`src/rtl/ref_clk_fwd_gen.sv`:
```
// Forwarded reference clock generator: divides CLK by a runtime-programmable
// ratio and drives the result plus a pad output enable. Start/stop never
// produces runt pulses, ratio changes land on period boundaries, and SYNC
// realigns the phase while running.
module ref_clk_fwd_gen #(
    parameter int DIV_WIDTH   = 8,
    parameter int DEFAULT_DIV = 4,
    parameter int MIN_DIV     = 2
) (
    input  logic                 CLK,
    input  logic                 RESETN,
    input  logic                 ENABLE,
    input  logic [DIV_WIDTH-1:0] DIV_VALUE,
    input  logic                 DIV_LOAD,
    input  logic                 SYNC,
    output logic                 CLK_OUT,
    output logic                 CLK_OUT_EN,
    output logic                 RUNNING,
    output logic                 DIV_ACK,
    output logic                 ERR_DIV
);

    typedef enum logic [1:0] {
        ST_IDLE  = 2'd0,
        ST_START = 2'd1,
        ST_RUN   = 2'd2,
        ST_STOP  = 2'd3
    } state_t;

    state_t               state_q, state_d;
    logic [DIV_WIDTH-1:0] cnt_q, cnt_d;
    logic [DIV_WIDTH-1:0] div_q, div_d;
    logic [DIV_WIDTH-1:0] pend_val_q, pend_val_d;
    logic                 pend_q, pend_d;
    logic                 clk_out_q, clk_out_d;
    logic                 out_en_q, out_en_d;
    logic                 ack_q, ack_d;
    logic                 err_q, err_d;

    logic                 load_ok;
    logic                 load_bad;
    logic                 eff_valid;
    logic [DIV_WIDTH-1:0] eff_pend;
    logic                 wrap;
    logic                 apply;
    logic [DIV_WIDTH-1:0] high_len;

    // A legal load in the same cycle as a boundary takes precedence over an
    // older pending value, so the "effective" pending ratio merges both.
    assign load_ok   = DIV_LOAD && (DIV_VALUE >= DIV_WIDTH'(MIN_DIV));
    assign load_bad  = DIV_LOAD && (DIV_VALUE <  DIV_WIDTH'(MIN_DIV));
    assign eff_valid = load_ok || pend_q;
    assign eff_pend  = load_ok ? DIV_VALUE : pend_val_q;
    assign wrap      = (cnt_q == (div_q - DIV_WIDTH'(1)));

    // Next-state, counter, ratio bookkeeping and registered output values.
    always_comb begin
        state_d    = state_q;
        cnt_d      = cnt_q;
        apply      = 1'b0;
        div_d      = div_q;
        pend_d     = pend_q;
        pend_val_d = pend_val_q;
        ack_d      = 1'b0;
        err_d      = err_q;
        high_len   = '0;
        clk_out_d  = 1'b0;
        out_en_d   = 1'b0;

        case (state_q)
            ST_IDLE: begin
                apply = eff_valid;
                cnt_d = '0;
                if (ENABLE) state_d = ST_START;
            end
            ST_START: begin
                // cnt doubles as the two-cycle lead-in timer here
                apply = eff_valid;
                if (!ENABLE) begin
                    state_d = ST_IDLE;
                    cnt_d   = '0;
                end else if (cnt_q == DIV_WIDTH'(1)) begin
                    state_d = ST_RUN;
                    cnt_d   = '0;
                end else begin
                    cnt_d = cnt_q + DIV_WIDTH'(1);
                end
            end
            ST_RUN: begin
                if (SYNC) begin
                    cnt_d   = '0;
                    apply   = eff_valid;
                    state_d = ENABLE ? ST_RUN : ST_STOP;
                end else begin
                    cnt_d = wrap ? '0 : cnt_q + DIV_WIDTH'(1);
                    apply = wrap && eff_valid;
                    if (!ENABLE) state_d = ST_STOP;
                end
            end
            ST_STOP: begin
                cnt_d = wrap ? '0 : cnt_q + DIV_WIDTH'(1);
                apply = wrap && eff_valid;
                if (ENABLE)    state_d = ST_RUN;
                else if (wrap) state_d = ST_IDLE;
            end
            default: begin
                state_d = ST_IDLE;
                cnt_d   = '0;
            end
        endcase

        if (load_ok) pend_val_d = DIV_VALUE;
        if (apply) begin
            div_d  = eff_pend;
            pend_d = 1'b0;
            err_d  = 1'b0;
        end else begin
            pend_d = eff_valid;
        end
        ack_d = apply;
        if (load_bad) err_d = 1'b1;

        // High phase is the ceiling half of the period, judged on the ratio
        // that will be in force in the cycle being produced.
        high_len  = div_d - (div_d >> 1);
        clk_out_d = ((state_d == ST_RUN) || (state_d == ST_STOP)) && (cnt_d < high_len);
        out_en_d  = (state_d != ST_IDLE);
    end

    // State and output registers with synchronous active-low reset.
    always_ff @(posedge CLK) begin
        if (!RESETN) begin
            state_q    <= ST_IDLE;
            cnt_q      <= '0;
            div_q      <= DIV_WIDTH'(DEFAULT_DIV);
            pend_val_q <= '0;
            pend_q     <= 1'b0;
            clk_out_q  <= 1'b0;
            out_en_q   <= 1'b0;
            ack_q      <= 1'b0;
            err_q      <= 1'b0;
        end else begin
            state_q    <= state_d;
            cnt_q      <= cnt_d;
            div_q      <= div_d;
            pend_val_q <= pend_val_d;
            pend_q     <= pend_d;
            clk_out_q  <= clk_out_d;
            out_en_q   <= out_en_d;
            ack_q      <= ack_d;
            err_q      <= err_d;
        end
    end

    assign CLK_OUT    = clk_out_q;
    assign CLK_OUT_EN = out_en_q;
    assign RUNNING    = (state_q == ST_RUN);
    assign DIV_ACK    = ack_q;
    assign ERR_DIV    = err_q;

endmodule
```
`config.mk`:
```
export PLATFORM = sky130hd
export DESIGN_NAME = ref_clk_fwd_gen
export DESIGN_NICKNAME = d
export VERILOG_FILES = /design/src/rtl/ref_clk_fwd_gen.sv
export SDC_FILE = /design/constraint.sdc
export NUM_CORES = 1
export LEC_CHECK = 0
export ABC_CLOCK_PERIOD_IN_PS = 6300
export CAP_MARGIN = 25
export CORE_MARGIN = 2
export CORE_UTILIZATION = 55
export CTS_BUF_LIST = sky130_fd_sc_hd__clkbuf_4
export DETAILED_ROUTE_END_ITERATION = 12
export GPL_ROUTABILITY_DRIVEN = 0
export PLACE_DENSITY = 0.73
export SYNTH_ARGS = -nofsm -noshare
export SYNTH_HDL_FRONTEND = slang
export SYNTH_SLANG_ARGS = --single-unit
```
`constraint.sdc`:
```
create_clock -name CLK -period 6.3 [get_ports CLK]
set_input_delay 0.945 -clock CLK [delete_from_list [all_inputs] [get_ports CLK]]
set_output_delay 0.945 -clock CLK [all_outputs]
set_load 0.01 [all_outputs]
```
; Yosys cells after proc, flatten, opt, wreduce, memory -nomap -nowiden
; Cells that the tools add are included.
[word_totals]
wordCells = 54
regBits = 31
input_bits = 13
out_inout_bits = 5
[classes]
add_sub_neg = 3
eq_ne = 7
n_lt_le_gt_ge = 3
n_reduce_logical = 11
bitwise = 1
mux = 20
[op_table]
columns = op, n
row1 = $mux 8, 6
row2 = $pmux 8 s4, 1
row3 = $mux 2, 7
row4 = $add 8x1->8 const B, 1
row5 = $eq 2x2->1 const B, 4
row6 = $eq 8x1->1 const B, 1
row7 = $eq 8x8->1, 1
row8 = $ge 8x2->1 const B, 1
row9 = $lt 8x2->1 const B, 1
row10 = $lt 8x8->1, 1
row11 = $pmux 2 s4, 1
row12 = $sub 8x1->8 const B, 1
row13 = $sub 8x7->8, 1
row14 = $logic_and 1x1->1, 4
row15 = $mux 1, 4
row16 = $reduce_bool 2->1, 2
row17 = $reduce_or 2->1, 2
row18 = $pmux 1 s3, 1
row19 = $eq 2x1->1 const B, 1
row20 = $logic_not 2->1, 1
row21 = $logic_or 1x1->1, 2
row22 = $not 1->1, 1

; Longest topological paths before layout
; Gate-level depths: netlist of run 1.
[logic_depth]
word_depth = 10
depth_mapped = 22

; Least setup slack after synthesis of run 1
; Ideal clock, no wire load.
[synth_path]
kind = input to register
from = input port DIV_VALUE[4]
to = register clk_out_q, in the netlist CLK_OUT
path_buffers = 1
cell_stages = 18
setup_ns = 0.116
setup_slack_ns = 1.248
t_arrival_ns = 4.936
path_cell_list = or4_4 -> o41ai_4 -> and2b_2 -> a31oi_1 -> buf_2 -> a21oi_1 -> a31oi_1 -> ha_1 -> nor2b_1 -> o21ai_0 -> a21oi_1 -> o31a_1 -> a2111oi_0 -> nor4_1 -> ha_1 -> nand4_1 -> a211o_1 -> o211a_1
[synth_via]
elab_chain_len = 10
word_cells_on_any_way = 11
cone_classes = 1 x add/sub / 2 x order compare / 4 x mux / 4 x reduce/logical
[synth_lines]
columns = item, line
row1 = start: declaration, 13  ; input logic [DIV_WIDTH-1:0] DIV_VALUE,
row2 = $ge 8x2->1 (*), 50  ; assign load_ok = DIV_LOAD && (DIV_VALUE >= DIV_WIDTH'(MIN_DIV));
row3 = $logic_and 1x1->1 (*), 50
row4 = $logic_or 1x1->1, 52  ; assign eff_valid = load_ok || pend_q;
row5 = $logic_and 1x1->1, "96, 102"
row6 = $mux 1, 90  ; if (SYNC) begin
row7 = $pmux 1 s3, 70  ; case (state_q)
row8 = $mux 8 (*), 113  ; if (apply) begin
row9 = via div_d[1], 32  ; logic [DIV_WIDTH-1:0] div_q, div_d;
row10 = $sub 8x7->8 (*), 125  ; high_len = div_d - (div_d >> 1);
row11 = $lt 8x8->1 (*), 126  ; clk_out_d = ((state_d == ST_RUN) || (state_d == ST_STOP)) && (cnt_d < high_len);
row12 = $logic_and 1x1->1 (*), 126
row13 = end signal: assignment, 148  ; clk_out_q <= clk_out_d;
row14 = end: declaration, 35  ; logic clk_out_q, clk_out_d;
; Mark *: on every way through the listed nets, which the timed path passes. The rest lies on a longest branch.
; A chain may end at the register's enable or synchronous reset.

; Final worst setup path of run 1
[layout_path]
from = input port DIV_LOAD
to = register clk_out_q, in the netlist CLK_OUT
[layout_via]
elab_chain_len = 9
word_cells_on_any_way = 10
cone_classes = 1 x add/sub / 1 x order compare / 4 x mux / 4 x reduce/logical
[layout_lines]
columns = item, line
row1 = start: declaration, 14  ; input logic DIV_LOAD,
row2 = $logic_and 1x1->1 (*), 50
row3 = $logic_or 1x1->1, 52
row4 = $logic_and 1x1->1, "96, 102"
row5 = $mux 1, 90
row6 = $pmux 1 s3, 70
row7 = $mux 8 (*), 113
row8 = via div_d[1], 32
row9 = $sub 8x7->8 (*), 125
row10 = $lt 8x8->1 (*), 126
row11 = $logic_and 1x1->1 (*), 126
; Marked as above.

==> results.sh, run 1 <==
export IMPL_status="complete, no violations"
export IMPL_slew_headroom_pct=43.1
export IMPL_cts_resized=0
export IMPL_p_seq_share_pct=46.8
export IMPL_drv_cap=0
export IMPL_crit_type="in2reg"
export IMPL_routedWlPerCell_um=14.8
export IMPL_slew_violations=0
export IMPL_cts_root_buf="clkbuf_4"
export IMPL_fp_dieW_um=66.8
export IMPL_grt_overflow_total=0
export IMPL_cp_data_required_time_ps=6520
export IMPL_netlist_cell_type_count=54
export IMPL_synth_ff_type="dfxtp_1"
export IMPL_cts_buffer_depth=2
export IMPL_worstSetupStartpointType="input pin"
export IMPL_dr_pass1_iters=4
export IMPL_ys_warn_count=0
export IMPL_fin_area_um2=2400
export IMPL_tns_ps=0
export IMPL_core_area_um2=3720
export IMPL_path_max_fanout=11
export IMPL_fin_cells=325
export IMPL_fin_crit_sh_pct=88.2
export IMPL_grt_setup_unrepaired="no"
export IMPL_place_area_um2=2350
export IMPL_grtUsageTotal_pct=23.0
export IMPL_h_tree_depth=2
export IMPL_clkTransAtPathRegs_ps=90
export IMPL_vias=1922
export IMPL_p_comb_share_pct=29.6
export IMPL_antenna_left=0
export IMPL_power_leakage_nw=0.951
export IMPL_holdBufCountCts=0
export IMPL_fin_nets=308
export IMPL_drive_above_1_share_pct=7.22
export IMPL_hold_path_class="reg2reg"
export IMPL_fin_skew_ps=22.0
export IMPL_post_cts_repair_setup_buffers=0
export IMPL_syn_area_per_cell_um2=8.30
export IMPL_final_core_util_pct=64.6
export IMPL_period_minus_slack_ps=5550
export IMPL_port_buffers=17
export IMPL_initial_core_util_pct=58.3
export IMPL_drt_iter0_markers=161
export IMPL_hold_slack_ps=527
export IMPL_area_growth_pct=10.8
export IMPL_clk_latency_ps=330
export IMPL_numCtsBuffers=5
export IMPL_drt_vias_per_instance=5.91
export IMPL_cts_tree="built"
export IMPL_hpwl_mm=3.73
export IMPL_seq_area_frac_synth_pct=28.6
export IMPL_yosys_area_top_type="dfxtp_1"
export IMPL_ys_top_cells_by_area="dfxtp_1, ha_1, a21oi_1"
export IMPL_grt_max_degree=26
export IMPL_ys_top_cells_by_count="dfxtp_1, nand2_1, a21oi_1"
export IMPL_max_vdd_ir_drop_mv=0.137
export IMPL_clock_sinks=31
export IMPL_fmax_mhz=180
export IMPL_switching_power_uw=149
export IMPL_worst_slew_pin_slew_ps=850
export IMPL_num_antenna_cells=0
export IMPL_antenna_found_initial=0
export IMPL_die_h_um=66.8
export IMPL_drc=0
export IMPL_syn_instance_count=261
export IMPL_fillers=350
export IMPL_dieArea_um2=4460
export IMPL_ys_seq_elements=31
export IMPL_row_count=22
export IMPL_grt_pass1_vias=1672
export IMPL_synth_top_area_share_pct=28.6
export IMPL_end_kind="flip-flop"
export IMPL_critical_path_arrival_ps=5770
export IMPL_syn_nets=292
export IMPL_internal_power_uw=303
export IMPL_synth_edf_count=0
export IMPL_grt_pass1_wl_mm=7.67
export IMPL_setup_viol=0
export IMPL_final_hold_violation_count=0
export IMPL_routed_wl_mm=4.81
export IMPL_ys_async_sr_fraction_pct=0
export IMPL_yosysMostFrequentCell="dfxtp_1"
export IMPL_pwr_share_clk_pct=23.6
export IMPL_mappedNetlistArea_um2=2170
export IMPL_p_sw_share_pct=32.9
export IMPL_dp_cells=317
export IMPL_num_io_pins=18
export IMPL_pwr_density_cell_nw_per_um2=188
## cell families after synthesis
| kind of cell | count (synthesis) | share of synthesized area (%) |
|---|---|---|
| and+or+nand+nor | 90 | 21.5 |
| AOI/OAI and AO/OA | 78 | 25.8 |
| DFF | 31 | 28.6 |
| buffers and inverters | 24 | 5.14 |
| xor gates and xnor gates | 19 | 7.68 |
| adders and majority gates | 18 | 10.7 |
| muxes | 1 | 0.520 |
## metrics by stage
step	power [mW]	setup slack (ps)
after floorplan	0.315	1250
after global placement	0.348	657
after detailed placement	0.348	448
after CTS	0.451	777
after global routing	0.480	328
final	0.452	745
## path summary, 6_finish.rpt
path              cells past startpoint  slack (ps)       endpoint     startpoint
hold / removal                        2         530  pend_val_q[1]  pend_val_q[1]
setup / recovery                     17         750        CLK_OUT       DIV_LOAD
hold reg to reg                       2         530  pend_val_q[1]  pend_val_q[1]
setup reg to reg                     19         940        CLK_OUT       div_q[0]
## power groups by stage
stage	sequential (mW)	clock, mW	combinational, mW
2_1_floorplan	0.213	0	0.102
3_3_place_gp	0.216	0	0.132
3_5_place_dp	0.216	0	0.132
4_1_cts	0.211	0.107	0.133
5_1_grt	0.212	0.117	0.150
6_report	0.212	0.107	0.134
## routing by layer
metal / part of all wire [%] / track usage, % / wire length, µm / up-vias
li1: - / - / - / 991
met2: 42 / 33.0 / 2040 / 46
met3: 6.4 / 4.05 / 306 / 2
met4: 0.44 / 6.89 / 21 / 0
met1: 51 / 34.7 / 2440 / 883
met5: 0 / 0 / 0 / -
## sequential cells by signal (all words and copies together), names as in the netlist
name        cells
CLK_OUT_EN      1
pend_q          1
cnt_q           8
state_q         2
pend_val_q      8
div_q           8
DIV_ACK         1
ERR_DIV         1
CLK_OUT         1
## worst max-delay path, cell delays in order
cell             delay [ps]
clkdlybuf4s50_1         660
o41ai_4                 140
and2b_2                 270
a31oi_1                 650
a21oi_1                 190
a31oi_1                 340
ha_1                    290
nor2b_1                 120
o21ai_0                 220
a21oi_1                 150
o31a_1                  340
a2111oi_0               430
nor4_1                  130
ha_1                    320
nand4_1                 110
a211o_1                 230
o211a_1                 220
## area by class of cell
class	instances	area [µm²]	share of cell area, %
clock buffers	5	37.5	1.56
inverters	13	48.8	2.03
clock inverters	2	8.76	0.365
well taps	48	60.1	2.50
multi-input cells	206	1440	59.8
flip-flops and latches	31	621	25.8
repair buffers	20	190	7.92
## layout by cell type, fill, tap and decap left out, types with 4 or more instances in the layout
| cell type | n |
|---|---|
| nor3_1 | 12 |
| xor2_1 | 12 |
| nor2b_1 | 4 |
| inv_1 | 13 |
| a21oi_1 | 24 |
| and2_1 | 5 |
| clkdlybuf4s50_1 | 17 |
| clkbuf_4 | 5 |
| ha_1 | 17 |
| o21ai_0 | 6 |
| nand2_1 | 25 |
| a211oi_1 | 5 |
| dfxtp_1 | 31 |
| a311oi_1 | 5 |
| xnor2_1 | 7 |
| nor4_1 | 5 |
| a31oi_1 | 7 |
| a31o_1 | 4 |
| nor2_1 | 18 |
(Power assumes the default switching activity.)
==> run 2: changes to the inputs <==
Settings changed: ABC_CLOCK_PERIOD_IN_PS 6300 to 5000, CORE_UTILIZATION 55 to 42, PLACE_DENSITY 0.73 to 0.6.
Clock period 6.3 ns to 5 ns, I/O delays scaled along.
==> results.sh, run 2 (synthesized netlist as in run 1, its figures left out) <==
export IMPL_r2r_setup_slack_ps=560
export IMPL_final_hold_violation_count=0
export IMPL_path_max_fanout=4
export IMPL_reg_top3="cnt_q (8), div_q (8), pend_val_q (8)"
export IMPL_row_count=26
export IMPL_grt_pass1_vias=1876
export IMPL_initial_core_util_pct=43.0
export IMPL_final_core_util_pct=55.1
export IMPL_fillers=485
export IMPL_critical_path_arrival_ps=5090
export IMPL_hpwl_mm=4.22
export IMPL_antenna_found_initial=0
export IMPL_grt_overflow_total=0
export IMPL_setup_viol=0
export IMPL_drt_vias_per_instance=5.28
export IMPL_final_cell_mix="buf_4, dfxtp_1, nand2_1"
export IMPL_fin_skew_ps=11.5
export IMPL_cts_buffer_depth=2
export IMPL_r2r_end="CLK_OUT"
export IMPL_final_common_cell="buf_4"
export IMPL_crit_type="in2reg"
export IMPL_num_io_pins=18
export IMPL_slew_headroom_pct=41.8
export IMPL_dp_cells=373
export IMPL_die_h_um=75.8
export IMPL_crit_top_cell="nand2_1"
export IMPL_fin_area_um2=2780
export IMPL_timing_rr_start="div_q[0]"
export IMPL_worstSetupStartpointType="input pin"
export IMPL_drc=0
export IMPL_core_area_um2=5040
export IMPL_place_area_um2=2630
export IMPL_slowest_delay_ps=510
export IMPL_fmax_mhz=208
export IMPL_hold_path_class="reg2reg"
export IMPL_cts_tree="built"
export IMPL_power_leakage_nw=1.17
export IMPL_crit_path_top_delay_cell="or4_4"
export IMPL_rr_worst_depth=22
export IMPL_clock_sinks=31
export IMPL_numCtsBuffers=5
export IMPL_multi_input_area_um2=1470
export IMPL_worst_slew_pin_slew_ps=872
export IMPL_period_minus_slack_ps=4810
export IMPL_min_path_cells=2
export IMPL_num_antenna_cells=0
export IMPL_grt_max_degree=26
export IMPL_clkTransAtPathRegs_ps=90
export IMPL_worst_slack_ps=186
export IMPL_cts_root_buf="clkbuf_4"
export IMPL_dp_worst_setup_slack_ps=-390
export IMPL_status="complete, no violations"
export IMPL_routedWlPerCell_um=14.0
export IMPL_area_growth_pct=28.1
export IMPL_worstHoldEndpoint="pend_val_q[3]"
export IMPL_fin_crit_sh_pct=96.3
export IMPL_drive_above_1_share_pct=21.8
export IMPL_dieArea_um2=5750
export IMPL_slew_violations=0
export IMPL_clk_latency_ps=330
export IMPL_vias=2045
export IMPL_dr_pass1_iters=4
export IMPL_port_buffers=17
export IMPL_grt_pass1_wl_mm=8.75
export IMPL_antenna_left=0
export IMPL_end_kind="flip-flop"
export IMPL_fin_cells=387
export IMPL_cp_data_required_time_ps=5280
export IMPL_routed_wl_mm=5.43
export IMPL_drv_cap=0
export IMPL_max_vdd_ir_drop_mv=0.122
export IMPL_regArea_um2=621
export IMPL_pwr_density_cell_nw_per_um2=228
export IMPL_hold_slack_ps=538
export IMPL_crit_chain="clkdlybuf4s50_1 > or4_4 > o41ai_4 > buf_4 > mux2_2 > a211oi_2 > or2_4 > ha_2 > inv_1 > fa_2 > nand2_1 > nand2_1 > a21oi_2 > o21bai_1 > a21oi_1 > xor2_1 > ha_1 > a21o_1 > a2111oi_2 > o211a_1"
export IMPL_drt_iter0_markers=147
export IMPL_grtUsageTotal_pct=20.3
export IMPL_fin_nets=347
export IMPL_h_tree_depth=2
export IMPL_hp_start="pend_val_q[3]"
export IMPL_fp_dieW_um=75.8
run 2: critical path: cells and delay by family:
family | cells | cell delay, ps
AOI/OAI and AO/OA | 8 | 1600
xor gates and xnor gates | 1 | 180
muxes | 1 | 350
adders and majority gates | 3 | 750
buffers and inverters | 3 | 650
and+or+nand+nor | 4 | 800
run 2: worst max-delay path by stage:
stage	endpoint	slack [ps]	from
4_1_cts	CLK_OUT	30	DIV_VALUE[4]
2_1_floorplan	CLK_OUT	140	DIV_VALUE[4]
3_5_place_dp	CLK_OUT	-390	DIV_VALUE[4]
6_report	CLK_OUT	190	DIV_VALUE[2]
5_1_grt	CLK_OUT	-10	DIV_VALUE[2]
3_3_place_gp	CLK_OUT	-280	DIV_VALUE[4]
run 2: what timing repair did:
item | 4_1_cts | 5_1_grt
pin swaps | 0 | 13
setup buffers | 0 | 6
setup endpoints to repair | 1 | 1
gates cloned | 0 | 0
gates resized for setup | 3 | 11
hold buffers | 0 | 0
run 2: area by class of cell:
class / instances / area share [%]
Tap cell: 70 / 3.15
Inverter: 13 / 1.76
Clock buffer: 7 / 1.89
Multi-Input combinational cell: 206 / 53.0
Timing Repair Buffer: 59 / 17.7
Clock inverter: 1 / 0.180
Sequential cell: 31 / 22.4
run 2: where the power goes:
part           switching [mW]  internal (mW)  total (mW)
logic                   0.106          0.112       0.217
clock network          0.0841         0.0656       0.150
registers              0.0110          0.256       0.267
total                   0.201          0.434       0.634
run 2: stage by stage:
stage | total power [mW] | TNS, ps
after floorplan | 0.397 | 0
after global placement | 0.472 | -277
after detailed placement | 0.472 | -390
after CTS | 0.627 | 0
after global routing | 0.684 | -14.7
final | 0.634 | 0
run 2: metal layers:
layer  track usage (%)  wire (µm)
met1              28.6       2740
met3              3.97        116
met2              31.7       2510
met4              5.65         63
met5                 0          0
==> run 3: changes to the inputs <==
Settings changed: PLACE_DENSITY 0.6 to not set, PLACE_DENSITY_LB_ADDON set to 0.15.
==> results.sh, run 3 (synthesized netlist as in run 1, its figures left out) <==
export IMPL_pwr_share_clk_pct=21.7
export IMPL_row_count=26
export IMPL_num_antenna_cells=0
export IMPL_final_hold_violation_count=0
export IMPL_dieArea_um2=5750
export IMPL_routedWlPerCell_um=14.1
export IMPL_area_growth_pct=30.0
export IMPL_core_area_um2=5040
export IMPL_p_seq_share_pct=43.0
export IMPL_clk_latency_ps=330
export IMPL_setup_viol=0
export IMPL_slew_headroom_pct=42.9
export IMPL_grt_pass1_vias=1886
export IMPL_grt_overflow_total=0
export IMPL_holdBufCountCts=0
export IMPL_final_core_util_pct=55.9
export IMPL_max_vdd_ir_drop_mv=0.155
export IMPL_p_sw_share_pct=33.0
export IMPL_antenna_left=0
export IMPL_drt_vias_per_instance=5.34
export IMPL_switching_power_uw=206
export IMPL_h_tree_depth=2
export IMPL_clkTransAtPathRegs_ps=100
export IMPL_place_area_um2=2630
export IMPL_hold_path_class="reg2reg"
export IMPL_reg_top3="cnt_q (8), div_q (8), pend_val_q (8)"
export IMPL_crit_type="in2reg"
export IMPL_cp_data_required_time_ps=5230
export IMPL_cts_buffer_depth=2
export IMPL_rr_worst_depth=18
export IMPL_grt_pass1_wl_mm=8.64
export IMPL_worst_slew_pin_slew_ps=855
export IMPL_initial_core_util_pct=43.0
export IMPL_drt_iter0_markers=110
export IMPL_drc=0
export IMPL_cp_startpoint="DIV_VALUE[2]"
export IMPL_cts_root_buf="clkbuf_4"
export IMPL_final_cell_mix="buf_4, dfxtp_1, nand2_1"
export IMPL_worstSetupStartpointType="input pin"
export IMPL_die_h_um=75.8
export IMPL_internal_power_uw=418
export IMPL_grtUsageTotal_pct=19.7
export IMPL_drive_above_1_share_pct=23.6
export IMPL_vias=2052
export IMPL_clock_sinks=31
export IMPL_pwr_density_cell_nw_per_um2=221
export IMPL_r2r_end="CLK_OUT"
export IMPL_num_io_pins=18
export IMPL_worstHoldEndpoint="pend_val_q[4]"
export IMPL_fin_skew_ps=9.91
export IMPL_timing_rr_start="div_q[0]"
export IMPL_antenna_found_initial=0
export IMPL_r2r_setup_slack_ps=450
export IMPL_path_max_fanout=8
export IMPL_final_common_cell="buf_4"
export IMPL_fin_nets=345
export IMPL_critical_path_arrival_ps=5070
export IMPL_fin_crit_sh_pct=96.8
export IMPL_routed_wl_mm=5.41
export IMPL_period_minus_slack_ps=4840
export IMPL_hpwl_mm=4.10
export IMPL_fmax_mhz=207
export IMPL_numCtsBuffers=5
export IMPL_grt_max_degree=26
export IMPL_fin_area_um2=2820
export IMPL_end_kind="flip-flop"
export IMPL_cts_tree="built"
export IMPL_dr_pass1_iters=4
export IMPL_hp_start="pend_val_q[4]"
export IMPL_p_comb_share_pct=35.3
export IMPL_slew_violations=0
export IMPL_min_path_cells=2
export IMPL_drv_cap=0
export IMPL_status="complete, no violations"
export IMPL_power_leakage_nw=1.15
export IMPL_port_buffers=17
export IMPL_fp_dieW_um=75.8
run 3: cell types whose count changed in the layout (fill, tap and decap cells not counted), sizes merged:
cell / before / now
buf: 42 / 40
clkbuf: 7 / 5
clkdlybuf4s50: 15 / 17
clkinv: 1 / 2
dlymetal6s2s: 2 / 0
run 3: final cells by class:
type                       count  area [µm²]
clock buffer                   5        37.5
fill                         492        2220
multi-input combinational    206        1540
tap                           70        87.6
inverter                      13        48.8
timing repair buffer          57         478
clock inverter                 2        8.76
sequential                    31         621
run 3: metrics by stage:
stage / TNS (ps) / std cells / power, mW / setup slack [ps] / hold WS (ps)
final: 0 / 384 / 0.624 / 158 / 534
after detailed placement: -415 / 373 / 0.471 / -415 / 527
after floorplan: 0 / 261 / 0.397 / 143 / 466
after CTS: 0 / 380 / 0.605 / 7.35 / 540
after global placement: -342 / 373 / 0.472 / -342 / 523
after global routing: -11.7 / 384 / 0.666 / -11.7 / 564
run 3: timing repair:
| item | in CTS | in global routing |
|---|---|---|
| buffers inserted | 0 | 4 |
| pin swaps | 0 | 20 |
| setup endpoints to repair | 1 | 1 |
| hold endpoints to repair | 0 | 0 |
| cloned | 0 | 0 |
| gates resized for setup | 3 | 23 |
run 3: how the worst max path moves through the flow:
stage / endpoint / slack, ps
final: CLK_OUT / 160
after global routing: CLK_OUT / -10
after CTS: CLK_OUT / 7
after detailed placement: CLK_OUT / -410
after global placement: CLK_OUT / -340
after floorplan: CLK_OUT / 140
run 3: layer usage:
metal | vias to the layer above | routed length [µm] | track usage (%)
met5 | - | 0 | 0
met4 | 0 | 63 | 5.85
met3 | 5 | 163 | 3.70
met2 | 24 | 2390 | 30.3
met1 | 960 | 2800 | 28.1
li1 | 1063 | - | -
run 3: critical path, stage by stage:
cell	delay, ps
clkdlybuf4s50_1	420
or4_4	560
o41ai_4	340
and2b_2	270
a31oi_2	80
buf_6	180
a21oi_2	150
a31oi_1	70
ha_1	220
or3_1	420
o31a_1	370
a2111oi_4	230
nor4_2	100
ha_1	330
nand4_1	110
a211o_1	240
o211a_1	220
run 3: power groups by stage:
stage / Combinational [mW] / Clock [mW] / Sequential [mW]
3_3_place_gp: 0.199 / 0 / 0.273
3_5_place_dp: 0.199 / 0 / 0.273
4_1_cts: 0.201 / 0.137 / 0.267
5_1_grt: 0.246 / 0.151 / 0.269
2_1_floorplan: 0.129 / 0 / 0.269
6_report: 0.220 / 0.135 / 0.268
